### src/rtl/strfmt_pkg.sv
// rtl/strfmt_pkg.sv - shared types and ASCII constants for the strfmt conversion engine
package strfmt_pkg;

  typedef enum logic [1:0] {
    RADIX_DEC = 2'b00,
    RADIX_HEX = 2'b01,
    RADIX_OCT = 2'b10,
    RADIX_BIN = 2'b11
  } radix_e;

  typedef enum logic [1:0] {
    ST_IDLE = 2'b00,
    ST_CONV = 2'b01,
    ST_EMIT = 2'b10
  } state_e;

  localparam int BUF_DEPTH = 33;

  localparam logic [7:0] ASCII_0     = 8'h30;
  localparam logic [7:0] ASCII_LA    = 8'h61;
  localparam logic [7:0] ASCII_MINUS = 8'h2D;
  localparam logic [7:0] ASCII_QMARK = 8'h3F;

  function automatic logic [7:0] digit_char(input logic [3:0] d);
    return (d < 4'd10) ? (ASCII_0 + {4'd0, d}) : (ASCII_LA + {4'd0, d} - 8'd10);
  endfunction

endpackage

### src/rtl/strfmt_rr_arb.sv
// rtl/strfmt_rr_arb.sv - combinational round-robin grant: first valid index at or after ptr_i
module strfmt_rr_arb
  import strfmt_pkg::*;
#(
  parameter int NREQ = 4,
  parameter int ID_W = $clog2(NREQ)
) (
  input  logic [NREQ-1:0] req_i,
  input  logic [ID_W-1:0] ptr_i,
  output logic [NREQ-1:0] gnt_o,
  output logic [ID_W-1:0] gnt_idx_o,
  output logic            gnt_valid_o
);

  logic [ID_W-1:0] j;

  always_comb begin
    gnt_o       = '0;
    gnt_idx_o   = '0;
    gnt_valid_o = 1'b0;
    j           = '0;
    for (int i = 0; i < NREQ; i++) begin
      j = ID_W'((int'(ptr_i) + i) % NREQ);
      if (!gnt_valid_o && req_i[j]) begin
        gnt_valid_o = 1'b1;
        gnt_o[j]    = 1'b1;
        gnt_idx_o   = j;
      end
    end
  end

endmodule

### src/rtl/strfmt_scheduler.sv
// rtl/strfmt_scheduler.sv - arbitrated number-to-ASCII converter streaming MSB-first
// Optional decimal support is enabled by defining STRFMT_DEC_EN.
module strfmt_scheduler
  import strfmt_pkg::*;
#(
  parameter int NREQ = 4,
  parameter int ID_W = $clog2(NREQ)
) (
  input  logic                 clk,
  input  logic                 rst,
  input  logic [NREQ-1:0]      req_valid,
  input  logic [NREQ*2-1:0]    req_radix,
  input  logic [NREQ*32-1:0]   req_value,
  output logic [NREQ-1:0]      req_ready,
  output logic                 out_valid,
  input  logic                 out_ready,
  output logic [7:0]           out_char,
  output logic                 out_last,
  output logic [ID_W-1:0]      out_id,
  output logic                 out_err
);

  state_e          state_q, state_d;
  logic [ID_W-1:0] rr_ptr_q;
  logic [32:0]     work_q;
  radix_e          radix_q;
  logic            neg_q, minus_q;
  logic [5:0]      len_q, idx_q;
  logic [7:0]      char_buf_q [BUF_DEPTH];
  logic            out_valid_q, out_last_q, out_err_q;
  logic [7:0]      out_char_q;
  logic [ID_W-1:0] out_id_q;

  logic [NREQ-1:0] gnt;
  logic [ID_W-1:0] gnt_idx;
  logic            gnt_any, accept, dec_unsup;
  logic [1:0]      sel_radix;
  logic [31:0]     sel_value;
  logic [3:0]      digit;
  logic [32:0]     work_next;
  logic [7:0]      conv_char;
  logic            conv_done;
  logic [5:0]      idx_m1;

  strfmt_rr_arb #(.NREQ(NREQ), .ID_W(ID_W)) u_arb (
    .req_i       (req_valid),
    .ptr_i       (rr_ptr_q),
    .gnt_o       (gnt),
    .gnt_idx_o   (gnt_idx),
    .gnt_valid_o (gnt_any)
  );

  always_comb begin
    sel_radix = '0;
    sel_value = '0;
    for (int i = 0; i < NREQ; i++) begin
      if (gnt[i]) begin
        sel_radix = req_radix[i*2 +: 2];
        sel_value = req_value[i*32 +: 32];
      end
    end
  end

`ifdef STRFMT_DEC_EN
  assign dec_unsup = 1'b0;
`else
  assign dec_unsup = (radix_e'(sel_radix) == RADIX_DEC);
`endif

  assign accept = (state_q == ST_IDLE) && gnt_any && !rst;

  // One digit per cycle from the working value, least significant first.
  always_comb begin
    digit     = '0;
    work_next = '0;
    case (radix_q)
      RADIX_HEX: begin
        digit     = work_q[3:0];
        work_next = work_q >> 4;
      end
      RADIX_OCT: begin
        digit     = {1'b0, work_q[2:0]};
        work_next = work_q >> 3;
      end
      RADIX_DEC: begin
`ifdef STRFMT_DEC_EN
        digit     = 4'(work_q % 33'd10);
        work_next = work_q / 33'd10;
`endif
      end
      default: begin
        digit     = {3'b000, work_q[0]};
        work_next = work_q >> 1;
      end
    endcase
    conv_char = minus_q ? ASCII_MINUS : digit_char(digit);
    conv_done = minus_q || ((work_next == '0) && !neg_q);
  end

  assign idx_m1 = idx_q - 6'd1;

  always_ff @(posedge clk) begin
    if (rst) state_q <= ST_IDLE;
    else     state_q <= state_d;
  end

  always_comb begin
    state_d = state_q;
    case (state_q)
      ST_IDLE: if (accept) state_d = dec_unsup ? ST_EMIT : ST_CONV;
      ST_CONV: if (conv_done) state_d = ST_EMIT;
      ST_EMIT: if (out_valid_q && out_ready && out_last_q) state_d = ST_IDLE;
      default: state_d = ST_IDLE;
    endcase
  end

  always_comb begin
    req_ready = accept ? gnt : '0;
    out_valid = out_valid_q;
    out_char  = out_char_q;
    out_last  = out_last_q;
    out_id    = out_id_q;
    out_err   = out_err_q;
  end

  always_ff @(posedge clk) begin
    if (state_q == ST_CONV) char_buf_q[len_q] <= conv_char;
  end

  always_ff @(posedge clk) begin
    if (rst) begin
      rr_ptr_q    <= '0;
      work_q      <= '0;
      radix_q     <= RADIX_DEC;
      neg_q       <= 1'b0;
      minus_q     <= 1'b0;
      len_q       <= '0;
      idx_q       <= '0;
      out_valid_q <= 1'b0;
      out_char_q  <= '0;
      out_last_q  <= 1'b0;
      out_id_q    <= '0;
      out_err_q   <= 1'b0;
    end else begin
      case (state_q)
        ST_IDLE: begin
          if (accept) begin
            rr_ptr_q <= (gnt_idx == ID_W'(NREQ - 1)) ? '0 : gnt_idx + ID_W'(1);
            out_id_q <= gnt_idx;
            radix_q  <= radix_e'(sel_radix);
            minus_q  <= 1'b0;
            len_q    <= '0;
`ifdef STRFMT_DEC_EN
            // Magnitude is kept in 33 bits so -2^31 negates cleanly.
            if ((radix_e'(sel_radix) == RADIX_DEC) && sel_value[31]) begin
              neg_q  <= 1'b1;
              work_q <= {1'b0, ~sel_value} + 33'd1;
            end else begin
              neg_q  <= 1'b0;
              work_q <= {1'b0, sel_value};
            end
`else
            neg_q  <= 1'b0;
            work_q <= {1'b0, sel_value};
`endif
            if (dec_unsup) begin
              out_valid_q <= 1'b1;
              out_char_q  <= ASCII_QMARK;
              out_last_q  <= 1'b1;
              out_err_q   <= 1'b1;
              len_q       <= 6'd1;
              idx_q       <= '0;
            end else begin
              out_err_q <= 1'b0;
            end
          end
        end
        ST_CONV: begin
          len_q  <= len_q + 6'd1;
          work_q <= work_next;
          if (!minus_q && (work_next == '0) && neg_q) minus_q <= 1'b1;
          // The character produced on the final cycle is the most significant one.
          if (conv_done) begin
            out_valid_q <= 1'b1;
            out_char_q  <= conv_char;
            out_last_q  <= (len_q == '0);
            idx_q       <= len_q;
          end
        end
        ST_EMIT: begin
          if (out_valid_q && out_ready) begin
            if (out_last_q) begin
              out_valid_q <= 1'b0;
              out_last_q  <= 1'b0;
              out_err_q   <= 1'b0;
            end else begin
              idx_q      <= idx_m1;
              out_char_q <= char_buf_q[idx_m1];
              out_last_q <= (idx_q == 6'd1);
            end
          end
        end
        default: ;
      endcase
    end
  end

endmodule

### config.mk
export PLATFORM = sky130hd
export DESIGN_NAME = strfmt_scheduler
export DESIGN_NICKNAME = d
export VERILOG_FILES = /design/src/rtl/strfmt_pkg.sv /design/src/rtl/strfmt_rr_arb.sv /design/src/rtl/strfmt_scheduler.sv
export SDC_FILE = /design/constraint.sdc
export NUM_CORES = 1
export LEC_CHECK = 0
export ABC_CLOCK_PERIOD_IN_PS = 5300
export CORE_ASPECT_RATIO = 1.2
export CORE_UTILIZATION = 59
export CTS_BUF_LIST = sky130_fd_sc_hd__clkbuf_8
export CTS_CLUSTER_SIZE = 16
export DETAILED_ROUTE_END_ITERATION = 8
export GPL_TIMING_DRIVEN = 0
export PLACE_DENSITY = 0.85
export SLEW_MARGIN = 20
export SYNTH_ARGS = -nofsm -noshare
export SYNTH_HDL_FRONTEND = slang
export SYNTH_HIERARCHICAL = 1
export SYNTH_SLANG_ARGS = --single-unit
### constraint.sdc
create_clock -name clk -period 5.3 [get_ports clk]
set_clock_uncertainty 0.05 [all_clocks]
set_input_delay 0.53 -clock clk [delete_from_list [all_inputs] [get_ports clk]]
set_output_delay 0.53 -clock clk [all_outputs]
set_load 0.05 [all_outputs]
### Yosys cells after proc, flatten, opt, wreduce, memory -nomap -nowiden

Memory sizes are Yosys's and may differ from the RTL's.
Index checks and enable logic that the tools add are counted.

| word-level totals | value |
|---|---|
| register bits after elaboration | 65 |
| RAM bits | 264 |
| input port bits | 143 |
| output and inout port bits | 17 |
| logic and storage cells | 161 |
| memories | 1 |

Memories:

| name | words | bits a word | rd ports | clocked after Yosys merged registers in | wr ports | line | text |
|---|---|---|---|---|---|---|---|
| char_buf_q | 33 | 8 | 1 | 0 | 1 | strfmt_scheduler.sv:29 | `logic [7:0] char_buf_q [BUF_DEPTH];` |

| cells by class | value |
|---|---|
| add/sub/neg operators | 9 |
| order comparisons | 9 |
| equal/unequal tests | 13 |
| multiplexer cells | 81 |
| bitwise operators | 4 |
| reduce and logical (&&, ||, !) cells | 32 |

Operator list:

| operator | number |
|---|---|
| $mux 32 | 4 |
| $pmux 32 s3 | 1 |
| $pmux 33 s2 | 1 |
| $mux 8 | 7 |
| $mux 6 | 6 |
| $logic_not 33->1 | 1 |
| $mux 33 | 1 |
| $mux 1 | 27 |
| $mux 2 | 13 |
| $pmux 8 s3 | 1 |
| $mux 4 | 5 |
| $pmux 6 s3 | 1 |
| $ne 2x2->1 const B | 7 |
| $lt 2x3->1 const B | 4 |
| $or 4x4->4 | 3 |
| $pmux 4 s3 | 1 |
| $pmux 6 s2 | 1 |
| $reduce_and 6->1 | 2 |
| $logic_and 1x1->1 | 11 |
| $add 7x4->8 const A | 1 |
| $bmux 1 s2 | 4 |
| $demux 1 s2 | 4 |
| $ge 2x1->1 const B | 4 |
| $sub 8x4->8 const B | 1 |
| other kinds (23) | 37 |

### Longest topological paths before layout

Gate-level depths: netlist (run 1).

| logic depth | value |
|---|---|
| depth after elaboration | 20 |
| gate-level depth with buffers | 18 |
| gate-level depth less buffers | 13 |

### By module

The synthesis (run 1) kept the hierarchy.

By module, submodules not included:

| module | instances | cells each | area each (µm²) | sequential area each (µm²) |
|---|---|---|---|---|
| strfmt_scheduler | 1 | 1077 | 13999.7 | 8177.8 |
| strfmt_rr_arb | 1 | 45 | 419.2 | 0.0 |

### Worst setup path before layout (run 1)

Ideal clock, no wire load.

| timing | value |
|---|---|
| path kind | reg2reg |
| start | register rr_ptr_q[0] |
| end | register out_char_q[0], in the netlist out_char[0] |
| setup time | 0.078 ns |
| arrival time | 3.617 ns |
| data required time | 5.172 ns |
| setup slack | 1.555 ns |
| cell stages (with the launch flop) | 18 |
| path buffers | 4 |
| clock period less this slack | 3.745 ns |
| path through | dfxtp_1 buf_6 inv_1 ha_1 mux4_2 buf_6 nor4b_4 a22oi_1 o21ai_0 buf_2 nand3b_1 a221oi_1 a2111o_1 o21ai_0 and3_1 buf_2 a21oi_1 nor3_1 |

| on the way | value |
|---|---|
| elaborated cells on any way between the ends | 58 |
| those cells by class | 3 x add/sub; 8 x order compare; 2 x eq/ne; 28 x mux; 3 x bitwise; 14 x reduce/logical |

RTL lines:

| item | line | text |
|---|---|---|
| start: declaration | strfmt_scheduler.sv:24 | `logic [ID_W-1:0] rr_ptr_q;` |
| start signal: assignment | strfmt_scheduler.sv:148 | `rr_ptr_q <= (gnt_idx == ID_W'(NREQ - 1)) ? '0 : gnt_idx + ID_W'(1);` |
| parallel branches: the longest is 11 deep, another holds $lt 2x3->1 | -- |  |
| $mux 4 * | strfmt_rr_arb.sv:24 | `if (!gnt_valid_o && req_i[j]) begin` |
| via gnt[1] | strfmt_scheduler.sv:34 | `logic [NREQ-1:0] gnt;` |
| $mux 2 * (3 in a row) | strfmt_scheduler.sv:57 | `if (gnt[i]) begin` |
| $logic_not 2->1 * | strfmt_scheduler.sv:67 | `assign dec_unsup = (radix_e'(sel_radix) == RADIX_DEC);` |
| $ne 2x2->1 (no source line) * | -- |  |
| $reduce_and 6->1 (no source line) * | -- |  |
| end signal: assignment | strfmt_scheduler.sv:185 | `out_char_q <= conv_char;` |
| end signal: assignment | strfmt_scheduler.sv:198 | `out_char_q <= char_buf_q[idx_m1];` |
| end: declaration | strfmt_scheduler.sv:31 | `logic [7:0] out_char_q;` |

Mark *: on every way through the listed nets, which the timed path passes. The select of a mux whose other input is x is not followed.
A chain may end at the register's enable or synchronous reset.

### Worst setup path after layout (run 1)

| timing | value |
|---|---|
| start | register rr_ptr_q[1] |
| end | output port req_ready[3] |

| on the way | value |
|---|---|
| elaborated cells on any way between the ends | 51 |
| those cells by class | 3 x add/sub; 8 x order compare; 25 x mux; 3 x bitwise; 12 x reduce/logical |

RTL lines:

| item | line | text |
|---|---|---|
| parallel branches: the longest is 11 deep, another holds $lt 2x3->1 | -- |  |
| $mux 4 * | strfmt_rr_arb.sv:24 |  |
| via gnt[3] | strfmt_scheduler.sv:34 |  |
| $mux 4 * | strfmt_scheduler.sv:118 | `req_ready = accept ? gnt : '0;` |
| end: declaration | strfmt_scheduler.sv:14 | `output logic [NREQ-1:0] req_ready,` |

Marked as above.

==> impl_metrics.csv, run 1 <==
group,metric,value,unit
sta,post-route-min-period,4.90,ns
drt,vias_per_cell,6.40,
clocking,cts_hold_buf,0,
placed_design,dp_cells,1635,
floorplan,dieArea,25100,µm²
yosys,ys.flop_type,"edfxtp_1",
clocking,cts_buffers,44,
critical_path,worst-setup-path-type,"flop to output pin",
drt,dr.pass1.iters,5,
floorplan,dieWidth,145,µm
sta,grt_setup_unrepaired,"no",
yosys,synth_edf_count,231,
critical_path,path_buf_inv,6,
yosys,synthMuxAreaShare,13.7,%
power_and_ir_drop,leakage,0.00579,µW
power_and_ir_drop,power.total,8600,µW
yosys,ys_ff_latch,293,
yosys,synth_top_area_cell,"edfxtp_1",
yosys,synthXorXnorAreaFrac,0.781,%
placed_design,placed_area,16600,µm²
yosys,synth_compound_area_share,13.7,%
yosys,synth_top_area_share,48.1,%
global_routing,overflow,0,
floorplan,initial_core_util,60.2,%
floorplan,rows,62,
clocking,tritoncts,"yes",
critical_path,required,4.72,ns
run_status,outcome,"completed",
critical_path,cpMostUsedCell,"clkbuf_2",
floorplan,die_y,173,µm
global_routing,grt_max_degree,37,
drt,route.detailed.wl_per_inst,24.7,µm
clocking,cts_setup_buffers,0,
sta,totalNegativeSetupSlack,0,ns
drt,vias,10974,
final_layout,nets,1518,
yosys,syn_area,14400,µm²
critical_path,crit_chain,"inv_1 > ha_1 > mux4_2 > buf_6 > nor4b_4 > a22oi_1 > o21ai_0 > clkbuf_1 > clkbuf_2 > clkbuf_2 > and2_1 > dlymetal6s2s_1",
critical_path,startpoint_type,"flop",
global_routing,grt_usage,34.5,%
sta,tightest_slew,1.06,ns
sta,fmax,204,MHz
yosys,ys_top_cells_by_area,"edfxtp_1 (48%), mux4_2 (10%), dfxtp_1 (8.6%), a211oi_1 (3.0%), a21oi_1 (3.0%)",
clocking,clockBufferDepth,3,
critical_path,path_max_fanout,10,
sta,drv_slew,0,
clocking,root_buffer,"clkbuf_8",
global_routing,grt_pass1_wl,63.0,mm
final_layout,instances_no_fill,1716,
yosys,synth_top_family_by_area,"multiplexers",
yosys,yosys_warnings,6,
yosys,syn_area_per_cell,12.9,µm²
drt,ant_nets,0,
critical_path,crit_slowest_cell,"dfxtp_1",
final_layout,fin_util,72.8,%
yosys,synthAdderAreaFrac,1.30,%
drt,totalWireLength,42.4,mm
clocking,clkTransAtPathRegs,0.06,ns
yosys,yosys.area_share.simple,10.1,%
flow_run,maxCapViolCount,0,
global_routing,grt_antenna_before_repair,3,
critical_path,critical_path_arrival,4.32,ns
clocking,numClockSinks,293,
placed_design,io_buffer_count,157,
sta,layout_worst_path_cycle_share,92.4,%
placed_design,routabilityCongestion,0.930,
final_layout,drive_above_1_share,13.5,%
critical_path,cp_top_family,"buffers and inverters",
power_and_ir_drop,irDropWorstVdd,0.251,mV
floorplan,ios,160,
yosys,yosysUniqueCellTypes,67,
clocking,clk_latency,0.57,ns
placed_design,hpwl,30.5,mm
global_routing,grt_pass1_vias,11027,
floorplan,coreArea,24000,µm²
sta,relSlewSlack,29.4,%
yosys,synth_cells,1122,
final_layout,fin_area,17500,µm²
critical_path,cp_slowest_stage_delay,0.52,ns
sta,setup_viol,0,
yosys,seq_area_frac_synth,56.7,%
sta,finalHoldViolCount,0,
drt,drc,0,
final_layout,syn_to_final_growth,21.1,%
hold_path,hold_class,"input pin to flop",
power_and_ir_drop,power_density,493,nW/µm²
drt,drtIter0Drc,738,
clocking,cts_max_level,2,
yosys,async_reset_ff_share,0,%
critical_path,crit_path_end_kind,"output pin",
-- worst min-delay path, delay by kind of cell --
kind                   cells  cell delay (ns)
AND/OR/NAND/NOR            1             0.15
AO/OA/AOI/OAI              2             0.13
buffers and inverters      1             0.20
-- final timing paths --
path,slack (ns),depth (start not counted),from,to
worst max-delay path,0.40,12,rr_ptr_q[1],req_ready[3]
worst min-delay path,0.43,4,rst,idx_q[5]
worst max register to register,0.47,13,idx_q[0],out_char[1]
worst min register to register,0.43,2,out_id[1],out_id[1]
-- cell usage after synthesis (3+ instances only) --
cell / n
a21o_1: 26
mux2i_1: 33
nand3_1: 21
o21ai_0: 26
a32oi_1: 3
buf_2: 16
a21oi_1: 86
nand2_1: 33
xor2_1: 5
mux4_2: 64
or2_2: 3
a221oi_1: 38
mux2_2: 12
o21a_1: 4
a211oi_1: 58
inv_1: 18
nand3b_1: 8
dfxtp_1: 62
nor2_1: 82
buf_6: 8
a2111oi_0: 3
or3_1: 7
nor2b_1: 40
and2_1: 6
buf_1: 6
o31ai_1: 4
ha_1: 15
nand4_1: 16
o211ai_1: 3
clkbuf_1: 61
nor3_1: 50
and3_1: 3
o22ai_1: 7
edfxtp_1: 231
a22oi_1: 12
nand2b_1: 4
nor3b_1: 3
xnor2_1: 6
buf_4: 3
-- power by group --
| part | switching [µW] | internal [µW] |
|---|---|---|
| registers | 173 | 2700 |
| clock network | 866 | 922 |
| logic | 2480 | 1460 |
-- through the flow --
stage	hold slack [ns]	setup slack (ns)
4_1_cts	0.383	0.0486
5_1_grt	0.443	0.157
6_report	0.427	0.402
2_1_floorplan	0.400	1.56
3_3_place_gp	0.416	0.178
3_5_place_dp	0.427	0.104
-- placed cells by master (no fill, tap or decap), drive strengths merged, types with 16 or more instances in the layout --
| cell | Yosys | routed |
|---|---|---|
| buf | 33 | 37 |
| edfxtp | 231 | 231 |
| a21oi | 86 | 86 |
| a21o | 26 | 26 |
| nand4 | 16 | 16 |
| nand2 | 33 | 33 |
| a211oi | 58 | 58 |
| nor3 | 50 | 50 |
| nand3 | 21 | 21 |
| a221oi | 38 | 38 |
| clkbuf | 61 | 107 |
| o21ai | 29 | 29 |
| dfxtp | 62 | 62 |
| conb | 2 | 34 |
| inv | 18 | 36 |
| nor2 | 82 | 82 |
| clkdlybuf4s50 | 0 | 155 |
| mux4 | 66 | 66 |
| mux2i | 33 | 33 |
| nor2b | 40 | 40 |
-- cell families (layout without fill, tap and decap cells) --
kind of cell | Yosys count | in the layout
XOR/XNOR | 12 | 12
AO/OA/AOI/OAI | 290 | 290
buffers and inverters | 112 | 351
multiplexers | 113 | 113
AND/OR/NAND/NOR | 285 | 285
other | 2 | 37
flip-flops | 293 | 293
adder cells (fa/ha/maj) | 15 | 15
-- flip-flops by register name, summed over array words and instances (netlist names) --
signal / cells
rr_ptr_q: 2
out_valid: 1
state_q: 2
radix_q: 2
len_q: 6
work_q: 32
out_err: 1
out_char: 7
char_buf_q: 231
out_id: 2
idx_q: 6
out_last: 1
-- layout make-up --
type	instances	area (µm²)
sequential	293	8180
fill	1628	6520
tap	320	400
timing repair buffer	161	1620
buffer	93	445
inverter	18	67.6
clock buffer	47	647
clock inverter	32	196
antenna	3	7.51
multi-input combinational	749	5890
-- routing by layer --
layer	vias up	share of wire, %	global-route usage (%)
li1	4877	-	-
met1	5291	35	40.1
met2	637	49	57.0
met3	169	9.7	8.01
met4	0	6.7	22.1
met5	-	0	0
-- repair_timing --
| action | in CTS | in global routing |
|---|---|---|
| gates resized for setup | 4 | 2 |
| gates cloned | 0 | 0 |
| endpoints found under the setup margin | 2 | 3 |
No activity file was read; power rests on OpenSTA's default activity.
==> run 2, diff against run 1 <==
--- a/config.mk
+++ b/config.mk
@@ -6,7 +6,7 @@
 export NUM_CORES = 1
 export LEC_CHECK = 0
 export ABC_CLOCK_PERIOD_IN_PS = 5300
-export CORE_ASPECT_RATIO = 1.2
+export CORE_ASPECT_RATIO = 2
 export CORE_UTILIZATION = 59
 export CTS_BUF_LIST = sky130_fd_sc_hd__clkbuf_8
 export CTS_CLUSTER_SIZE = 16
==> impl_metrics.csv, run 2 (synthesis results as in run 1) <==
group,metric,value,unit
drt,drtIter0Drc,1021,
clocking,cts_max_level,2,
placed_design,hpwl,33.9,mm
sta,post-route-min-period,5.11,ns
clocking,clockBufferDepth,3,
power_and_ir_drop,leakage,0.00574,µW
critical_path,path_max_fanout,10,
floorplan,initial_core_util,60.3,%
sta,layout_worst_path_cycle_share,96.4,%
power_and_ir_drop,sequentialPowerShare,32.8,%
clocking,numClockSinks,293,
sta,totalNegativeSetupSlack,0,ns
drt,vias,11236,
critical_path,critical_path_arrival,4.53,ns
drt,vias_per_cell,6.69,
critical_path,timing.rr.end,"work_q[19]",
global_routing,grt_max_degree,37,
sta,relSlewSlack,19.7,%
sta,fmax,196,MHz
floorplan,ios,160,
final_layout,largest_reg_flops,231,
power_and_ir_drop,p_comb_share,48.6,%
critical_path,regToRegSetupSlack,0.31,ns
floorplan,die_y,223,µm
run_status,outcome,"completed",
final_layout,drive_above_1_share,13.1,%
final_layout,nets,1516,
sta,tightest_slew,1.20,ns
final_layout,final_common_cell,"edfxtp_1",
final_layout,syn_to_final_growth,20.2,%
power_and_ir_drop,power_frac_clock,18.6,%
final_layout,regMostFlops,"char_buf_q",
clocking,tritoncts,"yes",
clocking,root_buffer,"clkbuf_8",
global_routing,overflow,0,
power_and_ir_drop,power.total,8870,µW
power_and_ir_drop,irDropWorstVdd,0.251,mV
sta,setup_viol,0,
placed_design,io_buffer_count,157,
drt,dr.pass1.iters,6,
drt,drc,0,
critical_path,startpoint_type,"flop",
critical_path,crit_end,"req_ready[2]",
floorplan,rows,80,
global_routing,grt_pass1_vias,11459,
sta,finalHoldViolCount,0,
flow_run,maxCapViolCount,0,
global_routing,grt_pass1_wl,69.3,mm
floorplan,dieArea,25100,µm²
power_and_ir_drop,cell_internal_pwr,4960,µW
critical_path,crit_chain,"inv_1 > ha_1 > mux4_2 > buf_6 > nor4b_4 > a22oi_1 > o21ai_1 > clkbuf_1 > clkbuf_2 > and2_1 > clkdlybuf4s50_1",
drt,route.detailed.wl_per_inst,28.1,µm
critical_path,rr_startpoint,"rr_ptr_q[1]",
critical_path,rr_worst_depth,17,
clocking,clk_latency,0.58,ns
drt,ant_nets,0,
floorplan,dieWidth,113,µm
power_and_ir_drop,switchingPower,3900,µW
clocking,cts_buffers,41,
hold_path,hold_class,"flop to flop",
power_and_ir_drop,power_density,512,nW/µm²
sta,drv_slew,0,
final_layout,mostFrequentLayoutCells,"edfxtp_1 (231), clkdlybuf4s50_1 (156), a21oi_1 (86), nor2_1 (81), mux4_2 (64)",
critical_path,crit_slowest_cell,"clkdlybuf4s50_1",
global_routing,grt_usage,38.5,%
global_routing,grt_antenna_before_repair,3,
placed_design,routabilityCongestion,1.02,
floorplan,coreArea,23900,µm²
critical_path,cp_slowest_stage_delay,0.79,ns
clocking,cts_hold_buf,0,
drt,totalWireLength,47.2,mm
power_and_ir_drop,swShare,44.0,%
critical_path,required,4.72,ns
critical_path,crit_path_end_kind,"output pin",
critical_path,crit_start,"rr_ptr_q[1]",
critical_path,worst-setup-path-type,"flop to output pin",
clocking,clkTransAtPathRegs,0.07,ns
sta,grt_setup_unrepaired,"no",
-- run 2: cell types whose count changed in the layout (fill, tap and decap cells not counted), sizes merged --
cell           previous run  this run
buf                      37        38
bufinv                    2         1
clkbuf                  107       101
clkdlybuf4s15             0         1
clkdlybuf4s50           155       156
clkinv                   10        16
clkinvlp                  2         0
dlymetal6s2s              2         1
inv                      36        34
-- run 2: worst min-delay path by stage --
stage	slack (ns)	end	from	cells after the start
2_1_floorplan	0.40	work_q[0]	work_q[0]	2
3_3_place_gp	0.42	work_q[0]	work_q[0]	2
3_5_place_dp	0.43	out_err	out_err	2
4_1_cts	0.44	idx_q[5]	rst	4
5_1_grt	0.47	out_id[0]	out_id[0]	2
6_report	0.44	out_err	out_err	2
-- run 2: final cells by class --
| class | count | area, µm² |
|---|---|---|
| fillers | 1630 | 6590 |
| well taps | 287 | 359 |
| multi-input cells | 749 | 5900 |
| repair buffers | 162 | 1630 |
| clock buffers | 42 | 578 |
| diodes | 3 | 7.51 |
| clock inverters | 33 | 165 |
| plain buffers | 93 | 450 |
| flip-flops and latches | 293 | 8180 |
| inverters | 18 | 67.6 |
-- run 2: metrics by stage --
| stage | hold slack [ns] | util (%) | area, µm² | cells | setup slack [ns] |
|---|---|---|---|---|---|
| 2_1_floorplan | 0.400 | - | 14500 | 1154 | 1.56 |
| 3_3_place_gp | 0.419 | 68.8 | 16500 | 1598 | 0.390 |
| 3_5_place_dp | 0.428 | 69.2 | 16600 | 1603 | 0.357 |
| 4_1_cts | 0.442 | 72.3 | 17300 | 1678 | 0.0123 |
| 5_1_grt | 0.467 | 72.5 | 17300 | 1678 | 0.0483 |
| 6_report | 0.445 | 72.5 | 17300 | 1680 | 0.192 |
-- run 2: worst max-delay path, delay by kind of cell (launching register included) --
| family | cells | cell delay [ns] |
|---|---|---|
| buf+inv | 5 | 1.76 |
| simple gates | 2 | 0.56 |
| flops | 1 | 0.53 |
| fa+ha+maj | 1 | 0.41 |
| compound gates | 2 | 0.39 |
| mux | 1 | 0.33 |
-- run 2: power groups by stage --
| stage | Sequential, µW | Clock [µW] | Combinational, µW |
|---|---|---|---|
| 6_report | 2910 | 1650 | 4310 |
| 5_1_grt | 2920 | 1740 | 4540 |
| 4_1_cts | 2890 | 1660 | 4060 |
| 3_5_place_dp | 2940 | 0 | 4030 |
| 3_3_place_gp | 2930 | 0 | 3930 |
| 2_1_floorplan | 2990 | 0 | 2550 |
-- run 2: metal layers --
metal  global-route usage (%)  vias up  wire [µm]
met4                     34.4        2       4800
met2                     67.0      777      24000
met3                     13.7      262       5080
met1                     34.2     5325      13300
li1                         -     4870          -
met5                        0        -         13
-- run 2: what timing repair did --
| action | 4_1_cts | 5_1_grt |
|---|---|---|
| setup endpoints to repair | 2 | 4 |
| resized for setup | 2 | 5 |
| buffers inserted | 0 | 0 |
==> run 3, diff against run 2 <==
--- a/config.mk
+++ b/config.mk
@@ -5,14 +5,14 @@
 export SDC_FILE = /design/constraint.sdc
 export NUM_CORES = 1
 export LEC_CHECK = 0
-export ABC_CLOCK_PERIOD_IN_PS = 5300
+export ABC_CLOCK_PERIOD_IN_PS = 4100
 export CORE_ASPECT_RATIO = 2
-export CORE_UTILIZATION = 59
+export CORE_UTILIZATION = 53
 export CTS_BUF_LIST = sky130_fd_sc_hd__clkbuf_8
 export CTS_CLUSTER_SIZE = 16
 export DETAILED_ROUTE_END_ITERATION = 8
 export GPL_TIMING_DRIVEN = 0
-export PLACE_DENSITY = 0.85
+export PLACE_DENSITY = 0.81
 export SLEW_MARGIN = 20
 export SYNTH_ARGS = -nofsm -noshare
 export SYNTH_HDL_FRONTEND = slang
==> constraint.sdc (replaced) <==
create_clock -name clk -period 4.1 [get_ports clk]
set_clock_uncertainty 0.05 [all_clocks]
set_input_delay 0.41 -clock clk [delete_from_list [all_inputs] [get_ports clk]]
set_output_delay 0.41 -clock clk [all_outputs]
set_load 0.05 [all_outputs]
==> impl_metrics.csv, run 3 (synthesis results as in run 1) <==
group,metric,value,unit
run_status,outcome,"completed",
sta,totalNegativeSetupSlack,0,ns
power_and_ir_drop,leakage,0.00591,µW
critical_path,crit_path_end_kind,"output pin",
final_layout,nFillCells,1942,
final_layout,drive_above_1_share,18.8,%
critical_path,rr_startpoint,"rr_ptr_q[0]",
critical_path,critical_path_arrival,3.49,ns
global_routing,grt_pass1_vias,11552,
sta,setup_viol,0,
clocking,root_buffer,"clkbuf_8",
sta,fmax,253,MHz
floorplan,dieWidth,119,µm
final_layout,syn_to_final_growth,24.1,%
floorplan,coreArea,26800,µm²
hold_path,hold_end,"idx_q[5]",
floorplan,dieArea,27900,µm²
flow_run,maxCapViolCount,0,
sta,tightest_slew,1.01,ns
hold_path,min_from,"rst",
clocking,tritoncts,"yes",
global_routing,grt_max_degree,37,
sta,drv_slew,0,
hold_path,hold_class,"input pin to flop",
drt,drc,0,
sta,layout_worst_path_cycle_share,96.3,%
clocking,cts_hold_buf,0,
final_layout,regMostFlops,"char_buf_q",
floorplan,initial_core_util,53.8,%
global_routing,grt_usage,34.2,%
sta,grt_setup_unrepaired,"yes",
final_layout,mostFrequentLayoutCells,"edfxtp_1 (231), clkdlybuf4s50_1 (153), a21oi_1 (86), nor2_1 (80), mux4_2 (64)",
drt,route.detailed.wl_per_inst,27.1,µm
sta,post-route-min-period,3.95,ns
sta,finalHoldViolCount,0,
drt,vias,11114,
clocking,cts_max_level,2,
clocking,clockBufferDepth,3,
clocking,clk_latency,0.61,ns
final_layout,final_common_cell,"edfxtp_1",
global_routing,grt_pass1_wl,69.2,mm
drt,totalWireLength,47.2,mm
hold_path,worstHoldPathCells,4,
placed_design,io_buffer_count,157,
placed_design,hpwl,34.4,mm
critical_path,rr_worst_depth,17,
critical_path,path_max_fanout,11,
critical_path,startpoint_type,"flop",
power_and_ir_drop,power_density,666,nW/µm²
drt,ant_nets,0,
drt,vias_per_cell,6.38,
critical_path,required,3.64,ns
critical_path,worst-setup-path-type,"flop to output pin",
drt,dr.pass1.iters,8,
drt,drtIter0Drc,813,
placed_design,placed_area,16600,µm²
clocking,numClockSinks,293,
critical_path,regToRegSetupSlack,0.15,ns
critical_path,timing.rr.end,"work_q[7]",
clocking,clkTransAtPathRegs,0.08,ns
global_routing,overflow,0,
placed_design,routabilityCongestion,1.02,
final_layout,largest_reg_flops,231,
floorplan,die_y,235,µm
power_and_ir_drop,power.total,11900,µW
final_layout,nets,1519,
sta,relSlewSlack,32.2,%
clocking,cts_buffers,41,
power_and_ir_drop,irDropWorstVdd,0.260,mV
global_routing,grt_antenna_before_repair,4,
floorplan,rows,85,
floorplan,ios,160,
final_layout,fin_area,17900,µm²
## run 3: cell types whose count changed in the layout (fill, tap and decap cells not counted), moves of 7 or more
cell,before,now
nor3_1,46,35
clkbuf_1,56,39
buf_4,3,13
a211oi_2,1,16
a221oi_1,38,29
clkinv_1,14,7
a211oi_1,57,41
nor3_2,4,13
clkbuf_2,3,10
## run 3: layout make-up
type / count / area, µm² / area share, %
Antenna cell: 5 / 12.5 / 0.0699
Buffer: 91 / 502 / 2.80
Clock buffer: 41 / 564 / 3.15
Clock inverter: 30 / 220 / 1.23
Inverter: 18 / 67.6 / 0.378
Multi-Input combinational cell: 749 / 6230 / 34.8
Sequential cell: 293 / 8180 / 45.7
Tap cell: 348 / 435 / 2.43
Timing Repair Buffer: 167 / 1690 / 9.42
## run 3: worst max-delay path by stage
stage / startpoint / to / slack [ns] / cells after the start
detailed placement: req_valid[3] / work_q[13] / -0.82 / 14
global route: rr_ptr_q[0] / work_q[7] / -0.11 / 17
global placement: req_valid[2] / work_q[7] / -0.75 / 14
floorplan: rr_ptr_q[0] / out_char[0] / 0.36 / 17
finish: rr_ptr_q[0] / req_ready[0] / 0.15 / 11
CTS: idx_q[0] / out_char[1] / 0.03 / 13
## run 3: stage by stage
step	util (%)	instances	setup slack [ns]	hold slack, ns
finish	66.8	1742	0.152	0.312
global route	66.8	1740	-0.109	0.355
CTS	65.9	1735	0.0300	0.325
detailed placement	62.0	1662	-0.818	0.430
global placement	61.7	1659	-0.750	0.417
floorplan	-	1154	0.355	0.400
## run 3: timing repair
action | CTS | global route
setup buffers | 3 | 4
endpoints found under the setup margin | 51 | 38
pin swaps | 0 | 8
gates resized for setup | 84 | 46
## run 3: power by group
part	switching, µW	leakage (µW)	total, µW	internal (µW)
logic	3710	0.00288	5900	2200
clock network	1130	0.000439	2270	1130
registers	256	0.00259	3750	3490
total	5090	0.00591	11900	6820
## run 3: worst max-delay path, stage by stage, from the launching register on
cell,delay (ns)
dfxtp_2,0.36
buf_6,0.16
inv_1,0.10
ha_4,0.30
mux4_2,0.29
buf_6,0.16
nor3_1,0.29
nand2b_1,0.19
nand2_2,0.28
nor2_4,0.13
and2_1,0.20
dlygate4sd2_1,0.42
## run 3: routing by layer
layer | GRT usage (%) | routed length, µm | vias up
met5 | 0 | 11 | -
met3 | 9.69 | 3890 | 253
met1 | 29.9 | 13700 | 5278
li1 | - | - | 4870
met2 | 62.1 | 24500 | 711
met4 | 30.0 | 5120 | 2
